### src/rtl/keypad_pkg.sv
// Shared types and constants for the 4x4 keypad scanner.
package keypad_pkg;
  localparam int unsigned KP_ROWS       = 4;
  localparam int unsigned KP_COLS       = 4;
  localparam int unsigned KP_FIFO_DEPTH = 4;

  typedef logic [3:0] key_code_t;

  typedef enum logic [1:0] {SCAN, DEBOUNCE, HELD} state_t;

  function automatic logic [1:0] lowest_row(input logic [KP_ROWS-1:0] rows);
    lowest_row = '0;
    for (int unsigned i = 0; i < KP_ROWS; i++) begin
      if (rows[KP_ROWS-1-i]) lowest_row = 2'(KP_ROWS-1-i);
    end
  endfunction
endpackage

### src/rtl/keypad_fifo.sv
// 4-entry key code FIFO; a push while full succeeds only alongside a pop.
module keypad_fifo
  import keypad_pkg::*;
(
  input  logic      clk,
  input  logic      rst,
  input  logic      push_i,
  input  key_code_t data_i,
  input  logic      pop_i,
  output key_code_t data_o,
  output logic      full_o,
  output logic      empty_o
);
  localparam int unsigned PW = $clog2(KP_FIFO_DEPTH);

  key_code_t       mem_q [KP_FIFO_DEPTH];
  logic [PW-1:0]   wr_q, rd_q;
  logic [PW:0]     cnt_q;
  logic            push_ok, pop_ok;

  assign full_o  = (cnt_q == (PW+1)'(KP_FIFO_DEPTH));
  assign empty_o = (cnt_q == '0);
  assign data_o  = mem_q[rd_q];
  assign pop_ok  = pop_i && !empty_o;
  assign push_ok = push_i && (!full_o || pop_ok);

  always_ff @(posedge clk) begin
    if (rst) begin
      wr_q  <= '0;
      rd_q  <= '0;
      cnt_q <= '0;
      for (int unsigned i = 0; i < KP_FIFO_DEPTH; i++) mem_q[i] <= '0;
    end else begin
      if (push_ok) begin
        mem_q[wr_q] <= data_i;
        wr_q        <= wr_q + 1'b1;
      end
      if (pop_ok) rd_q <= rd_q + 1'b1;
      case ({push_ok, pop_ok})
        2'b10:   cnt_q <= cnt_q + 1'b1;
        2'b01:   cnt_q <= cnt_q - 1'b1;
        default: cnt_q <= cnt_q;
      endcase
    end
  end
endmodule

### src/rtl/keypad_scanner.sv
// Column-scanning 4x4 keypad reader with debounce and valid/ready output.
// Define KEYPAD_FIFO_EN to buffer up to four codes instead of one.
module keypad_scanner
  import keypad_pkg::*;
#(
  parameter int unsigned SCAN_DIV       = 1000,
  parameter int unsigned DEBOUNCE_TICKS = 8
) (
  input  logic               clk,
  input  logic               rst,
  output logic [KP_COLS-1:0] col_n,
  input  logic [KP_ROWS-1:0] row_n,
  output key_code_t          key_code,
  output logic               key_valid,
  input  logic               key_ready,
  output logic               overflow,
  input  logic               overflow_clr
);
  localparam int unsigned DW = (SCAN_DIV > 1) ? $clog2(SCAN_DIV) : 1;
  localparam int unsigned CW = $clog2(DEBOUNCE_TICKS + 1);
  localparam logic [CW-1:0] DB_MAX = CW'(DEBOUNCE_TICKS);

  logic [KP_ROWS-1:0] sync1_q, sync2_q, rows;
  logic [DW-1:0]      div_q;
  logic               tick;
  state_t             state_q, state_d;
  logic [CW-1:0]      cnt_q, cnt_d, cnt_inc;
  logic [1:0]         col_q, col_d, row_q, row_d;
  logic               adv, emit, drop, ovf_q;
  key_code_t          emit_code;

  assign rows    = ~sync2_q;
  assign tick    = (div_q == DW'(SCAN_DIV - 1));
  assign cnt_inc = cnt_q + 1'b1;
  assign col_n   = ~(4'b0001 << col_q);

  always_ff @(posedge clk) begin
    if (rst) begin
      sync1_q <= '0;
      sync2_q <= '0;
      div_q   <= '0;
      state_q <= SCAN;
      cnt_q   <= '0;
      col_q   <= '0;
      row_q   <= '0;
    end else begin
      sync1_q <= row_n;
      sync2_q <= sync1_q;
      div_q   <= tick ? '0 : div_q + 1'b1;
      state_q <= state_d;
      cnt_q   <= cnt_d;
      col_q   <= col_d;
      row_q   <= row_d;
    end
  end

  always_comb begin
    state_d = state_q;
    cnt_d   = cnt_q;
    row_d   = row_q;
    adv     = 1'b0;
    if (tick) begin
      unique case (state_q)
        SCAN: begin
          if (|rows) begin
            row_d = lowest_row(rows);
            if (DEBOUNCE_TICKS == 1) begin
              state_d = HELD;
              cnt_d   = '0;
            end else begin
              state_d = DEBOUNCE;
              cnt_d   = CW'(1);
            end
          end else begin
            adv = 1'b1;
          end
        end
        DEBOUNCE: begin
          if (rows[row_q]) begin
            cnt_d = cnt_inc;
            if (cnt_inc == DB_MAX) begin
              state_d = HELD;
              cnt_d   = '0;
            end
          end else begin
            state_d = SCAN;
            cnt_d   = '0;
            adv     = 1'b1;
          end
        end
        HELD: begin
          // Only the latched row is watched; other keys cannot prolong the hold.
          if (!rows[row_q]) begin
            cnt_d = cnt_inc;
            if (cnt_inc == DB_MAX) begin
              state_d = SCAN;
              cnt_d   = '0;
              adv     = 1'b1;
            end
          end else begin
            cnt_d = '0;
          end
        end
        default: state_d = SCAN;
      endcase
    end
    col_d = adv ? col_q + 1'b1 : col_q;
  end

  always_comb begin
    emit      = 1'b0;
    emit_code = {row_q, col_q};
    if (tick) begin
      if (state_q == SCAN && (|rows) && DEBOUNCE_TICKS == 1) begin
        emit      = 1'b1;
        emit_code = {lowest_row(rows), col_q};
      end else if (state_q == DEBOUNCE && rows[row_q] && cnt_inc == DB_MAX) begin
        emit = 1'b1;
      end
    end
  end

`ifdef KEYPAD_FIFO_EN
  logic fifo_full, fifo_empty, pop;

  assign pop       = key_ready && !fifo_empty;
  assign drop      = emit && fifo_full && !pop;
  assign key_valid = !fifo_empty;

  keypad_fifo u_fifo (
    .clk    (clk),
    .rst    (rst),
    .push_i (emit && !drop),
    .data_i (emit_code),
    .pop_i  (pop),
    .data_o (key_code),
    .full_o (fifo_full),
    .empty_o(fifo_empty)
  );
`else
  key_code_t code_q, code_d;
  logic      valid_q, valid_d, accept, load;

  assign accept    = valid_q && key_ready;
  assign load      = emit && (!valid_q || accept);
  assign drop      = emit && !load;
  assign key_valid = valid_q;
  assign key_code  = code_q;

  always_comb begin
    code_d  = code_q;
    valid_d = valid_q;
    if (load) begin
      code_d  = emit_code;
      valid_d = 1'b1;
    end else if (accept) begin
      valid_d = 1'b0;
    end
  end

  always_ff @(posedge clk) begin
    if (rst) begin
      code_q  <= '0;
      valid_q <= 1'b0;
    end else begin
      code_q  <= code_d;
      valid_q <= valid_d;
    end
  end
`endif

  always_ff @(posedge clk) begin
    if (rst) ovf_q <= 1'b0;
    else     ovf_q <= drop | (ovf_q & ~overflow_clr);
  end
  assign overflow = ovf_q;
endmodule

### config.mk
export PLATFORM = sky130hd
export DESIGN_NAME = keypad_scanner
export DESIGN_NICKNAME = d
export VERILOG_FILES = /design/src/rtl/keypad_pkg.sv /design/src/rtl/keypad_fifo.sv /design/src/rtl/keypad_scanner.sv
export SDC_FILE = /design/constraint.sdc
export NUM_CORES = 1
export LEC_CHECK = 0
export CAP_MARGIN = 25
export CORE_MARGIN = 2
export CORE_UTILIZATION = 55
export DETAILED_ROUTE_END_ITERATION = 12
export PLACE_DENSITY = 0.87
export RECOVER_POWER = 50
export SYNTH_ARGS = -nofsm -noshare
export SYNTH_HDL_FRONTEND = slang
export SYNTH_SLANG_ARGS = --single-unit
### constraint.sdc
create_clock -name clk -period 2.6 [get_ports clk]
set_input_delay 0.52 -clock clk [delete_from_list [all_inputs] [get_ports clk]]
set_output_delay 0.52 -clock clk [all_outputs]
set_load 0.005 [all_outputs]
**Yosys cells after proc, flatten, opt, wreduce, memory -nomap -nowiden**

Cells that the tools add are included.

- Input bits: 8
- Register bits after elaboration: 34
- Logic and storage cells: 71
- Output and inout port bits: 10

- Equal/unequal tests: 8
- Multiplexer cells: 27
- Shift-type cells: 1
- Reductions and logical operators: 16
- Magnitude comparators: 1
- $add $sub $neg: 3
- Bitwise operators: 5

Operators with widths:

| cell | count |
|---|---|
| $mux 2 | 9 |
| $mux 4 | 4 |
| $pmux 4 s3 | 1 |
| $add 10x1->10 const B | 1 |
| $eq 10x10->1 const B | 1 |
| $mux 1 | 10 |
| $not 4->4 | 2 |
| $ne 2x2->1 const B | 3 |
| $pmux 2 s3 | 1 |
| $reduce_and 3->1 | 2 |
| $logic_and 1x1->1 | 5 |
| $reduce_and 5->1 | 1 |
| $add 4x1->4 const B | 1 |
| $eq 4x4->1 const B | 1 |
| $reduce_or 4->1 | 1 |
| $shl 1x2->4 const A | 1 |
| $lt 2x3->1 const B | 1 |
| $ne 3x3->1 const B | 1 |
| $pmux 1 s3 | 1 |
| $reduce_bool 3->1 | 1 |
| $add 2x1->2 const B | 1 |
| $bmux 1 s2 | 1 |
| $eq 2x1->1 const B | 1 |
| $eq 2x2->1 const B | 1 |
| other kinds (8) | 9 |

**Logic depth before layout (Yosys ltp)**

- Depth in word-level cells: 11
- Gate-level depth with buffers: 7
- Mapped depth without buffers: 7

**Worst setup path before layout**

OpenSTA, ideal clock, no wires.

- Kind: register to register
- Start: register div_q[0]
- End: register code_q[0] (netlist: key_code[0])
- Arrival time: 1,821 ps
- Library setup time: 72 ps
- Cell stages (with the launch flop): 7
- Path buffers: 1
- Period minus slack after synthesis: 1,893 ps
- Data required time: 2,528 ps
- Setup slack: 707 ps
- Path through: dfxtp_1 ha_1 nand2_1 or4_1 buf_2 nor4_4 mux2i_1

- Cells in the longest elaborated chain, start to end: 3

Ends and longest elaborated chain:

| item | line | RTL |
|---|---|---|
| start, declared | keypad_scanner.sv:24 | `logic [DW-1:0] div_q;` |
| start signal, assigned | keypad_scanner.sv:49 | `div_q <= tick ? '0 : div_q + 1'b1;` |
| $eq 10x10->1 | keypad_scanner.sv:33 | `assign tick = (div_q == DW'(SCAN_DIV - 1));` |
| $mux 1 | keypad_scanner.sv:113 | `if (tick) begin` |
| $logic_and 1x1->1 | keypad_scanner.sv:145 | `assign load = emit && (!valid_q \|\| accept);` |
| end signal, assigned | keypad_scanner.sv:166 | `code_q <= code_d;` |
| end, declared | keypad_scanner.sv:141 | `key_code_t code_q, code_d;` |

No other way between the ends.
A chain may end at the register's enable or synchronous reset.

**Worst setup path in the final report**

- Start: register div_q[0]
- End: register cnt_q[2]

- Cells in the longest elaborated chain, start to end: 2

Ends and longest elaborated chain:

| item | line | RTL |
|---|---|---|
| $eq 10x10->1 | keypad_scanner.sv:33 |  |
| $reduce_and 3->1 (no line) | n/a |  |
| end signal, assigned | keypad_scanner.sv:51 | `cnt_q <= cnt_d;` |
| end, declared | keypad_scanner.sv:27 | `logic [CW-1:0] cnt_q, cnt_d, cnt_inc;` |

No other way between the ends.

==> metrics <==
status=completed; period utilisation layout=0.8042; Initial Util=0.5688; max_cap viols=0; Setup Buffers After CTS=0; WHS Path Cells=1; RSZ-0062 raised after global routing=false; Seq/Total Area, Yosys=0.3985; antenna violations before repair=0; Final min period=around 2.1 ns; Post-synth ARST share=0; DR pass1 iterations=4; die area=3567 um2; Slew Limit Headroom=0.5645; clock buffer depth=2; post-cts resize count=0; Mapped Cells=between 150 and 200; Antenna Nets Post-Route=0; Fillers=250; worst hold path class=register to register; CTS sink cnt=34; CP Data Arrival Time=around 2.4 ns; PwrDens=between 400 and 500 nW/um2; ys flop type=dfxtp_1; Fmax=approximately 480 MHz; Synth-to-Final Area Change=13.70%; Worst R2R Start=div_q[0]; critical path's top delay family=simple AND/OR/NAND/NOR gates; worst skew pair latency=approximately 0.34 ns; Final Skew=0.01022 ns; Sequential Power Share=0.636; reg2reg path depth=6; All-Layer GR Usage=0.1929; largest net degree at the start of global routing=17; H-tree depth=2; Detailed Route WL=2926 um; Hold Crit Start=sync1_q[1]; total core area=between 3000 and 4000 um2; Hold EP=sync2_q[1]; combinational share of power=0.043; r2r setup slk=0.51 ns; first-pass GRT wire length=between 5000 and 6000 um; overall power=between 800 and 900 uW; CP dominant cell by count=o21ai_0; final setup fails=0; I/O Buffers=17; Critical Path End Type=register; library cells used by synthesis=about 40; num rows=20; Synth area leader=dfxtp_1; Nets=roughly 230; Antenna Cells=0; Worst Path Required=about 2.9 ns; synthesis warning total=0; Hold Buf Count CTS=0; Die Ht=about 60 um; die width=roughly 60 um; number of synthesized flops with an enable pin=0; top cells by area, synth=dfxtp_1 40%, ha_1 8.1%, nor2_1 4.6%; Internal=roughly 650 uW; vias in the first global route=between 1,000 and 1,500; crit path max fanout=6; Yosys reg bits=34; io pins=18; Slew Viols, Final=0; clk root buf=clkbuf_4; area of the multi-input gates=949.7 um2; Clock power frac=0.321; CTS tree=yes; RePlAce Congestion=a little under 0.9; DR vias=1,319; Final Hold Viols=0; synthesized area=1708 um2; syn_nets=roughly 210; P_sw=slightly below 200 uW; Slew @ Worst Pin=around 0.65 ns; Leakage=roughly 0.00070 uW; Max VDD drop=around 320 uV; Yosys top cell area share=0.3985; HPWL Detailed=roughly 2200 um; slowest cell delay on critical path=0.67 ns; Buffers & Inverters on Critical Path=0; clock-pin slew on the worst setup and hold paths=0.10 ns; R2R Path End=cnt_q[2]; Sum Neg Setup Slack=0 ns; layout cells sized above 1=0.07212; Num CTS Buffers=5; sw frac=0.2329; vias per inst=5.473; final global-route overflow total=0; critical path's slowest cell=or4_1; # DRC=0; CP Launch Type=register; Sequential Area=approximately 680 um2; crit path from=div_q[0]; worst path cell trace=ha_1 > nand2_1 > or4_1 > nor4_2 > o21ai_0 > o21ai_0; DRT iter0 DRCs=49; Avg Inst Size Synth=between 8 and 9 um2; Crit Path Class=register to register; WL/cell=between 10 and 15 um
-- area by class of cell --
| type | instances | area share |
|---|---|---|
| timing repair buffer | 18 | 0.08956 |
| clock inverter | 2 | 0.005155 |
| tap | 33 | 0.02126 |
| sequential | 34 | 0.3505 |
| inverter | 13 | 0.02513 |
| clock buffer | 5 | 0.01933 |
| multi-input combinational | 136 | 0.4890 |
-- kinds of logic (layout without fill, tap and decap cells) --
logic type / count (synthesis) / in the layout / synth area share
compound gates: 26 / 26 / 0.1062
xor+xnor: 8 / 8 / 0.04103
fa+ha+maj: 11 / 11 / 0.08058
buf+inv: 20 / 38 / 0.04542
flops: 34 / 34 / 0.3985
mux: 7 / 7 / 0.04835
simple gates: 84 / 84 / 0.2799
-- cells in the mapped netlist, drive strengths merged, types with 3 or more instances --
master,n
ha,11
nor2,21
xnor2,5
mux2i,6
a21oi,6
nand4,3
or2,3
o31ai,3
nand3,8
nor2b,10
nor4,4
nor3,4
clkbuf,5
and3,3
nand2b,10
nand2,11
inv,13
dfxtp,34
xor2,3
-- worst max-delay path by stage --
| stage | to | slack, ns | cells after the start |
|---|---|---|---|
| 3_3_place_gp | key_code[0] | 0.59 | 5 |
| 5_1_grt | cnt_q[3] | 0.34 | 6 |
| 4_1_cts | col_n[2] | 0.49 | 4 |
| 3_5_place_dp | cnt_q[3] | 0.52 | 6 |
| 2_1_floorplan | key_code[0] | 0.71 | 6 |
| 6_report | cnt_q[2] | 0.51 | 6 |
-- worst register-to-register path: stages (launching register included) --
cell	delay, ns
dfxtp_1	0.38
ha_1	0.23
nand2_1	0.13
or4_1	0.67
nor4_2	0.41
o21ai_0	0.14
o21ai_0	0.08
-- flip-flops by register name, indices dropped and copies added (netlist names) --
signal     cells
div_q         10
cnt_q          4
key_code       4
sync1_q        4
sync2_q        4
col_q          2
row_q          2
state_q        2
key_valid      1
overflow       1
-- power groups by stage --
stage	combinational [uW]	sequential [uW]	clock (uW)
after floorplan	23.2	547	0
after global placement	36.8	548	0
after detailed placement	38.3	549	0
after CTS	38.3	537	277
after global routing	41.1	538	304
final	36.5	537	271
-- stage by stage --
stage / setup WS, ns / std cells / instance area [um2] / utilization / hold WS (ns)
2_1_floorplan: 0.7073 / 190 / 1708 / - / 0.4138
3_3_place_gp: 0.5938 / 234 / 1898 / 0.6321 / 0.4156
3_5_place_dp: 0.5239 / 234 / 1898 / 0.6321 / 0.4218
4_1_cts: 0.4912 / 241 / 1946 / 0.6479 / 0.4439
5_1_grt: 0.3429 / 241 / 1942 / 0.6467 / 0.4641
6_report: 0.5092 / 241 / 1942 / 0.6467 / 0.4410
-- layout by cell type (no fill, tap or decap), types with 3 or more instances in the layout --
cell type,synthesis,routed
mux2i_1,6,6
nor3_1,4,4
nand4_1,3,3
inv_1,13,13
dfxtp_1,34,34
nand2b_1,10,10
ha_1,11,11
dlygate4sd3_1,0,8
clkdlybuf4s50_1,0,9
xor2_1,3,3
o31ai_1,3,3
clkbuf_4,0,5
a21oi_1,6,6
nor2_1,21,21
and3_1,3,3
nor2b_1,10,10
nand3_1,8,8
nand2_1,11,11
xnor2_1,5,5
-- routing by layer --
layer,track usage,vias up,routed length [um]
met3,0.06494,5,130
met5,0,-,0
met1,0.2299,593,1345
met2,0.3168,29,1391
met4,0.07937,0,58
li1,-,692,-
(Power assumes the default switching activity.)
